--- config.mk ---
export PLATFORM = sky130hd
export DESIGN_NAME = rom_burst_reader_flat
export DESIGN_NICKNAME = d
export VERILOG_FILES = /design/src/rtl/rom_rd_pkg.sv /design/src/rtl/rom_burst_reader_if.sv /design/src/rtl/rom_rd_fifo.sv /design/src/rtl/rom_burst_reader.sv /design/src/flat_wrapper.sv
export SDC_FILE = /design/constraint.sdc
export NUM_CORES = 1
export LEC_CHECK = 0
export BUFFER_PORTS_ARGS = -buffer_cell sky130_fd_sc_hd__buf_4
export CAP_MARGIN = 30
export CORE_MARGIN = 2
export CORE_UTILIZATION = 30
export DETAILED_ROUTE_END_ITERATION = 6
export PLACE_DENSITY_LB_ADDON = 0.2
export SETUP_SLACK_MARGIN = 0.5
export SLEW_MARGIN = 15
export SYNTH_ARGS = -nofsm -noshare
export SYNTH_HDL_FRONTEND = slang
export SYNTH_HIERARCHICAL = 1
export SYNTH_SLANG_ARGS = --single-unit
export TNS_END_PERCENT = 10
--- constraint.sdc ---
create_clock -name clk -period 2.5 [get_ports clk]
set_input_delay 0.125 -clock clk [delete_from_list [all_inputs] [get_ports clk]]
set_output_delay 0.125 -clock clk [all_outputs]
set_load 0.05 [all_outputs]
--- src/rtl/rom_rd_pkg.sv ---
// Shared widths, defaults and FSM state type for the ROM burst reader.
package rom_rd_pkg;

  // ROM geometry: 1024 words of 8 bits
  localparam int ADDR_W = 10;
  localparam int DATA_W = 8;

  // Burst length counts 0..1024 words, so one bit wider than the address
  localparam int LEN_W = 11;

  // Output FIFO entries; two is the minimum that sustains one word per cycle
  localparam int DEF_DEPTH = 2;

  // Sequencer states
  typedef enum logic [1:0] {
    IDLE  = 2'd0,
    RUN   = 2'd1,
    DRAIN = 2'd2
  } state_t;

endpackage

--- src/rtl/rom_burst_reader_if.sv ---
// Bus bundle for the ROM burst reader: request channel, ROM port,
// output stream and status.
//
// Handshake rule shared by the request and output channels: a transfer
// happens on a rising clock edge where valid and ready are both high. The
// source holds valid and its payload steady until that edge. The sink may
// raise or lower ready freely. On the output stream, valid never depends on
// ready.
interface rom_burst_reader_if;
  import rom_rd_pkg::*;

  // Request channel
  logic              req_valid;
  logic              req_ready;
  logic [ADDR_W-1:0] req_addr;
  logic [LEN_W-1:0]  req_len;

  // ROM port: address is registered in the reader, data arrives one cycle later
  logic [ADDR_W-1:0] rom_address;
  logic [DATA_W-1:0] rom_dataout;

  // Output stream
  logic              out_valid;
  logic              out_ready;
  logic [DATA_W-1:0] out_data;
  logic              out_last;

  // Status
  logic              busy;
  logic              done;

  // Reader side
  modport slave (
    input  req_valid, req_addr, req_len, rom_dataout, out_ready,
    output req_ready, rom_address, out_valid, out_data, out_last, busy, done
  );

  // Requester / consumer / ROM side
  modport master (
    output req_valid, req_addr, req_len, rom_dataout, out_ready,
    input  req_ready, rom_address, out_valid, out_data, out_last, busy, done
  );

endinterface

--- src/rtl/rom_rd_fifo.sv ---
// Small synchronous FIFO that holds ROM words with their end-of-burst tag.
// The head entry is presented combinationally. Pushing into a full FIFO is
// illegal; the upstream credit logic is responsible for preventing it.
module rom_rd_fifo #(
  parameter int DEPTH = 2,
  parameter int WIDTH = 9,
  localparam int CNT_W = $clog2(DEPTH + 1),
  localparam int PTR_W = (DEPTH > 1) ? $clog2(DEPTH) : 1
) (
  input  logic             clk,
  input  logic             rst,
  input  logic             i_push,
  input  logic [WIDTH-1:0] i_data,
  input  logic             i_pop,
  output logic             o_valid,
  output logic [WIDTH-1:0] o_data,
  output logic [CNT_W-1:0] o_count
);

  logic [WIDTH-1:0] r_mem [DEPTH];
  logic [PTR_W-1:0] r_wr_ptr;
  logic [PTR_W-1:0] r_rd_ptr;
  logic [CNT_W-1:0] r_count;
  logic             w_do_pop;

  // Pointer advance with explicit wrap so non-power-of-two depths work
  function automatic logic [PTR_W-1:0] ptr_inc(input logic [PTR_W-1:0] p);
    if (p == PTR_W'(DEPTH - 1)) begin
      return '0;
    end
    return p + 1'b1;
  endfunction

  // A pop on an empty FIFO is ignored
  assign w_do_pop = i_pop && (r_count != '0);

  // Storage, pointers and occupancy; storage clears so the head reads zero after reset
  always_ff @(posedge clk) begin
    if (rst) begin
      r_wr_ptr <= '0;
      r_rd_ptr <= '0;
      r_count  <= '0;
      for (int i = 0; i < DEPTH; i++) begin
        r_mem[i] <= '0;
      end
    end else begin
      if (i_push) begin
        r_mem[r_wr_ptr] <= i_data;
        r_wr_ptr        <= ptr_inc(r_wr_ptr);
      end
      if (w_do_pop) begin
        r_rd_ptr <= ptr_inc(r_rd_ptr);
      end
      case ({i_push, w_do_pop})
        2'b10:   r_count <= r_count + 1'b1;
        2'b01:   r_count <= r_count - 1'b1;
        default: r_count <= r_count;
      endcase
    end
  end

  assign o_valid = (r_count != '0);
  assign o_data  = r_mem[r_rd_ptr];
  assign o_count = r_count;

  // A push that does not coincide with a pop must find free space
  a_no_overflow: assert property (@(posedge clk) disable iff (rst)
    !(i_push && !w_do_pop && (r_count == CNT_W'(DEPTH))));

endmodule

--- src/rtl/rom_burst_reader.sv ---
// Burst sequencer in front of a 1-cycle registered-read ROM.
// A request (start address, length) is accepted in IDLE. In RUN, one ROM
// address is issued per cycle whenever the output FIFO can be guaranteed
// room for the word. Each word is captured the cycle after its address is
// sampled and is streamed out through the FIFO. DRAIN waits for the last
// word to leave, then done pulses as the reader returns to IDLE.
module rom_burst_reader
  import rom_rd_pkg::*;
#(
  parameter int DEPTH = DEF_DEPTH
) (
  input  logic              clk,
  input  logic              rst,
  rom_burst_reader_if.slave bus,
  output state_t            o_dbg_state
);

  localparam int CNT_W = $clog2(DEPTH + 1);
  localparam int CR_W  = CNT_W + 1;

  // Sequencer state and datapath registers
  state_t            r_state;
  logic [ADDR_W-1:0] r_ptr;
  logic [LEN_W-1:0]  r_remaining;
  logic              r_inflight;
  logic              r_inflight_last;
  logic              r_done;

  // Combinational control
  state_t            w_state_nxt;
  logic              w_done_nxt;
  logic              w_req_ready;
  logic              w_accept;
  logic              w_pop;
  logic              w_issue;
  logic              w_final_issue;
  logic              w_credit_ok;
  logic              w_drain_empty;
  logic [CR_W-1:0]   w_used;
  logic [CR_W-1:0]   w_cap;

  // FIFO connections
  logic              w_fifo_valid;
  logic [DATA_W:0]   w_fifo_data;
  logic [CNT_W-1:0]  w_count;

  assign w_req_ready = (r_state == IDLE);
  assign w_accept    = bus.req_valid && w_req_ready;
  assign w_pop       = w_fifo_valid && bus.out_ready;

  // Credit: a word may be issued only if every word already committed (in
  // the FIFO or in flight from the ROM) plus this one fits. A pop this
  // cycle frees one slot. Sums are compared unsigned to avoid negatives.
  assign w_used      = CR_W'(w_count) + CR_W'(r_inflight);
  assign w_cap       = CR_W'(DEPTH) + CR_W'(w_pop);
  assign w_credit_ok = (w_used < w_cap);

  assign w_issue       = (r_state == RUN) && (r_remaining != '0) && w_credit_ok;
  assign w_final_issue = w_issue && (r_remaining == LEN_W'(1));

  // The burst is finished once nothing is in flight and the FIFO will be
  // empty after this cycle's pop.
  assign w_drain_empty = !r_inflight && (w_count == CNT_W'(w_pop));

  // State register
  always_ff @(posedge clk) begin
    if (rst) begin
      r_state <= IDLE;
      r_done  <= 1'b0;
    end else begin
      r_state <= w_state_nxt;
      r_done  <= w_done_nxt;
    end
  end

  // Next-state and done-pulse decode
  always_comb begin
    w_state_nxt = r_state;
    w_done_nxt  = 1'b0;
    unique case (r_state)
      IDLE: begin
        if (w_accept) begin
          if (bus.req_len == '0) begin
            w_done_nxt = 1'b1;
          end else begin
            w_state_nxt = RUN;
          end
        end
      end
      RUN: begin
        if (w_final_issue) begin
          w_state_nxt = DRAIN;
        end
      end
      DRAIN: begin
        if (w_drain_empty) begin
          w_state_nxt = IDLE;
          w_done_nxt  = 1'b1;
        end
      end
      default: begin
        w_state_nxt = IDLE;
      end
    endcase
  end

  // Address pointer, remaining count and in-flight tracking. The ROM samples
  // r_ptr on the edge that ends an issue cycle, so r_ptr moves on that same
  // edge. r_inflight marks that rom_dataout holds a word to capture in the
  // next cycle. Reset clears it, so the ROM's reset-forced zero is never
  // pushed.
  always_ff @(posedge clk) begin
    if (rst) begin
      r_ptr           <= '0;
      r_remaining     <= '0;
      r_inflight      <= 1'b0;
      r_inflight_last <= 1'b0;
    end else begin
      if (w_accept) begin
        r_ptr       <= bus.req_addr;
        r_remaining <= bus.req_len;
      end else if (w_issue) begin
        r_ptr       <= r_ptr + 1'b1;
        r_remaining <= r_remaining - 1'b1;
      end
      r_inflight      <= w_issue;
      r_inflight_last <= w_final_issue;
    end
  end

  rom_rd_fifo #(
    .DEPTH (DEPTH),
    .WIDTH (DATA_W + 1)
  ) u_fifo (
    .clk     (clk),
    .rst     (rst),
    .i_push  (r_inflight),
    .i_data  ({r_inflight_last, bus.rom_dataout}),
    .i_pop   (w_pop),
    .o_valid (w_fifo_valid),
    .o_data  (w_fifo_data),
    .o_count (w_count)
  );

  assign bus.req_ready   = w_req_ready;
  assign bus.rom_address = r_ptr;
  assign bus.out_valid   = w_fifo_valid;
  assign bus.out_data    = w_fifo_data[DATA_W-1:0];
  assign bus.out_last    = w_fifo_data[DATA_W];
  assign bus.busy        = (r_state != IDLE);
  assign bus.done        = r_done;
  assign o_dbg_state     = r_state;

endmodule

--- src/flat_wrapper.sv ---
// flat-port wrapper written by rule: the top's interface ports become plain ports
module rom_burst_reader_flat import rom_rd_pkg::*;
#(
  parameter int DEPTH = DEF_DEPTH
)
  (clk, rst, o_dbg_state, bus_req_valid, bus_req_addr, bus_req_len, bus_rom_dataout, bus_out_ready, bus_req_ready, bus_rom_address, bus_out_valid, bus_out_data, bus_out_last, bus_busy, bus_done);
  rom_burst_reader_if bus_i ();
  input  logic clk;
  input  logic rst;
  output state_t o_dbg_state;
  input wire logic [$bits(bus_i.req_valid)-1:0] bus_req_valid;
  input wire logic [$bits(bus_i.req_addr)-1:0] bus_req_addr;
  input wire logic [$bits(bus_i.req_len)-1:0] bus_req_len;
  input wire logic [$bits(bus_i.rom_dataout)-1:0] bus_rom_dataout;
  input wire logic [$bits(bus_i.out_ready)-1:0] bus_out_ready;
  output wire logic [$bits(bus_i.req_ready)-1:0] bus_req_ready;
  output wire logic [$bits(bus_i.rom_address)-1:0] bus_rom_address;
  output wire logic [$bits(bus_i.out_valid)-1:0] bus_out_valid;
  output wire logic [$bits(bus_i.out_data)-1:0] bus_out_data;
  output wire logic [$bits(bus_i.out_last)-1:0] bus_out_last;
  output wire logic [$bits(bus_i.busy)-1:0] bus_busy;
  output wire logic [$bits(bus_i.done)-1:0] bus_done;
  assign bus_i.req_valid = bus_req_valid;
  assign bus_i.req_addr = bus_req_addr;
  assign bus_i.req_len = bus_req_len;
  assign bus_i.rom_dataout = bus_rom_dataout;
  assign bus_i.out_ready = bus_out_ready;
  assign bus_req_ready = bus_i.req_ready;
  assign bus_rom_address = bus_i.rom_address;
  assign bus_out_valid = bus_i.out_valid;
  assign bus_out_data = bus_i.out_data;
  assign bus_out_last = bus_i.out_last;
  assign bus_busy = bus_i.busy;
  assign bus_done = bus_i.done;
  rom_burst_reader #(.DEPTH(DEPTH)) u_core (.clk(clk), .rst(rst), .bus(bus_i), .o_dbg_state(o_dbg_state));
endmodule
==> flow_metrics.py <==
metrics = {
    "run_status": {
        "status": "finished, final reports clean",
    },
    "layout": {
        "finalNonFillerCells": 432,
        "area_growth_syn_to_layout_pct": 30.2,
        "final_layout_size_suffix_gt1_share_pct": 32.1,
        "final_nets": 366,
        "fin_area_sq_um": 3270,
        "antenna_cells": 0,
        "nFillCells": 821,
    },
    "route": {
        "drc_errors": 0,
        "wl_per_cell_um": 14.5,
        "viasPerCell": 4.93,
        "ant_nets": 0,
        "drt_iter0_drc": 85,
        "first_pass_iters": 4,
        "finalWirelength_um": 6250,
        "vias": 2129,
    },
    "worst_hold_path": {
        "min_path_cells": 3,
        "hold_start": "bus_req_addr[0]",
        "hold_class": "primary input to flop",
        "min_to": "u_core/bus.rom_address[0]$_SDFFE_PP0P_",
    },
    "placement": {
        "dpl.cell_count": 416,
        "placed_area_sq_um": 3050,
        "dp_hpwl_um": 4340,
        "gp_congestion": 0.823,
        "port_buffers": 57,
    },
    "synth": {
        "postSynthCellCount": 262,
        "synth_area_sq_um": 2510,
        "syn_area_per_cell_sq_um": 9.58,
        "yosysTopAreaCell": "dfxtp_1",
        "synth_top_area_share_pct": 24.7,
        "ys_types": 46,
        "syn-num-nets": 302,
        "yosysMostFrequentCell": "nor2_1",
        "synthArstFlopShare_pct": 0,
        "ys_ff_latch": 49,
        "synth_warnings": 6,
        "synth_ff_type": "dfxtp_1",
        "seq_area_frac_synth_pct": 46.3,
        "synthTopCellsByArea": "dfxtp_1 (25%), edfxtp_1 (22%), nor2_1 (5.5%), mux2_2 (4.0%), ha_1 (3.5%)",
        "synth_common_cells": "nor2_1 (37), dfxtp_1 (31), nand2_1 (19)",
        "synth_edf_count": 18,
    },
    "sta": {
        "max_freq_ghz": 0.490,
        "hold_viol_final": 0,
        "slew_headroom_pct": 67.7,
        "worst_pin_slew_ps": 481,
        "clock_skew_ps": 2.70,
        "final-setup-viol-count": 0,
        "drv_slew": 0,
        "setup_tns_ps": 0,
        "min_period_over_period_pct": 81.6,
        "min_period_ps": 2040,
        "rsz0062_at_grt": "true",
    },
    "worst_setup_path": {
        "reg2regPathDepth": 7,
        "start_kind": "flop",
        "required_ps": 2710,
        "critPathMaxFanout": 3,
        "reg2reg_slack_ps": 460,
        "r2r-end": "u_core/bus.rom_address[9]$_SDFFE_PP0P_",
        "cp.arrival_ps": 2250,
        "worstSetupPathType": "flop to flop",
        "reg2reg_from": "u_core/u_fifo/o_count[0]$_SDFFE_PP0P_",
        "cp-end-kind": "flop",
    },
    "power": {
        "p_seq_share_pct": 47.7,
        "peakVddDrop_uv": 236,
        "powerDensity_nw_per_um2": 605,
        "power_leakage_nw": 1.26,
        "finalPower_mw": 1.98,
        "pwr-share-clk_pct": 24.4,
        "p_sw_share_pct": 34.2,
        "p_comb_share_pct": 27.9,
        "power_switching_mw": 0.676,
        "internal_power_mw": 1.30,
    },
    "global_routing": {
        "grt_pass1_wl_um": 10100,
        "gr-total-overflow": 0,
        "antenna_found_initial": 0,
        "first_global_vias": 1995,
        "grt_max_degree": 45,
        "grt_usage_pct": 14.3,
    },
    "cts": {
        "numClockSinks": 49,
        "h-tree-depth": 2,
        "root_buffer": "clkbuf_8",
        "cts_tree": "built",
        "clkLatencyLatePin_ps": 300,
        "cts_inserted_buffers": 5,
        "cts.clk_slew.worst_paths_ps": 100,
        "cts_buffer_depth": 2,
    },
    "die": {
        "core_area_sq_um": 8180,
        "num_rows": 33,
        "ioPinCount": 58,
        "floorplan.initialDensity_pct": 30.7,
        "die-width_um": 95.5,
        "die_h_um": 95.5,
        "fp.dieArea_sq_um": 9110,
    },
    "job": {
        "maxCapViolCount": 0,
    },
}
==> kinds of logic (layout without fill, tap and decap cells) <==
| family | count (synthesis) | after routing | share of synthesized area [%] |
|---|---|---|---|
| flops | 49 | 49 | 46.3 |
| compound gates | 51 | 51 | 15.0 |
| mux | 9 | 9 | 4.04 |
| fa+ha+maj | 7 | 7 | 3.49 |
| buf+inv | 20 | 85 | 3.54 |
| simple gates | 116 | 116 | 24.2 |
| xor+xnor | 10 | 10 | 3.49 |
==> timing repair <==
action                                  4_1_cts  5_1_grt
endpoints found under the setup margin       16       22
pin swaps                                     3        4
hold buffers                                  0        0
buffers inserted                              7        1
resized for setup                             8        8
cloned                                        0        0
==> registers in the layout, indices dropped and copies added, names as in the netlist, named ones only <==
name / cells
u_core/r_inflight: 1
u_core/r_inflight_last: 1
u_core/o_dbg_state: 2
u_core/bus.done: 1
u_core/bus.rom_address: 10
u_core/u_fifo/r_mem: 18
u_core/r_remaining: 11
u_core/u_fifo/o_count: 2
u_core/u_fifo/r_wr_ptr: 1
u_core/u_fifo/r_rd_ptr: 1
==> worst max-delay path by stage <==
stage                                          start                                endpoint  slack (ps)  cells after the start
2_1_floorplan           u_core/r_inflight$_SDFF_PP0_  u_core/bus.rom_address[9]$_SDFFE_PP0P_         450                      7
3_3_place_gp            u_core/r_inflight$_SDFF_PP0_      u_core/r_remaining[3]$_SDFFE_PP0P_         200                      7
3_5_place_dp            u_core/r_inflight$_SDFF_PP0_      u_core/r_remaining[3]$_SDFFE_PP0P_         150                      7
4_1_cts        u_core/u_fifo/o_count[0]$_SDFFE_PP0P_      u_core/r_remaining[3]$_SDFFE_PP0P_         450                      7
5_1_grt        u_core/u_fifo/o_count[0]$_SDFFE_PP0P_  u_core/bus.rom_address[9]$_SDFFE_PP0P_         370                      7
6_report       u_core/u_fifo/o_count[0]$_SDFFE_PP0P_  u_core/bus.rom_address[9]$_SDFFE_PP0P_         460                      7
==> routing by layer <==
layer  wire (um)  track usage (%)  part of all wire (%)
met4          15             2.74                  0.24
met1        2890             19.3                    46
met3         258             2.77                   4.1
met5           0                0                     0
met2        3090             23.9                    49
==> power by group through the flow <==
stage          Combinational, mW  Sequential (mW)  Clock [mW]
2_1_floorplan              0.305             1.00           0
3_3_place_gp               0.509            0.960           0
3_5_place_dp               0.510            0.963           0
4_1_cts                    0.535            0.942       0.500
5_1_grt                    0.602            0.952       0.531
6_report                   0.551            0.943       0.482
==> critical path: stages, from the launching register on <==
cell,delay (ps)
dfxtp_4,370
ha_4,210
nand3b_4,150
a2111oi_4,390
buf_4,190
nand4_4,60
or3_1,310
a311oi_1,260
==> cell usage in the layout (no fill, tap or decap), types with 2 or more instances in the layout <==
master / instances
buf_4: 68
nor2_1: 36
dfxtp_1: 28
nand2_1: 18
edfxtp_1: 18
nand2b_1: 14
a21oi_1: 12
nand3_1: 10
mux2_2: 9
inv_1: 8
nor3_1: 7
a31oi_1: 7
or3_1: 6
xor2_1: 6
clkbuf_8: 5
a211oi_1: 5
a32oi_1: 5
ha_1: 5
xnor2_1: 4
a22oi_1: 4
and3_1: 3
nand4_1: 3
nor4_1: 3
and2_1: 2
nand4_4: 2
o21ai_0: 2
a311oi_1: 2
or4_1: 2
o22ai_1: 2
a2bb2oi_1: 2
o211ai_1: 2
ha_4: 2
dfxtp_2: 2
==> stage by stage <==
stage,util (%),hold WS (ps),setup WS [ps]
2_1_floorplan,-,285,450
4_1_cts,39.5,84.8,448
5_1_grt,40.0,112,371
6_report,40.0,93.4,461
3_3_place_gp,37.3,398,195
3_5_place_dp,37.3,409,150
==> layout make-up <==
cell class	count	area (sq um)	share of cell area [%]
inverter	8	30.0	0.919
multi-input combinational	193	1330	40.6
timing repair buffer	69	522	16.0
clock inverter	3	21.3	0.651
tap	105	131	4.02
sequential	49	1170	35.7
clock buffer	5	68.8	2.11
(Power assumes the default switching activity.)
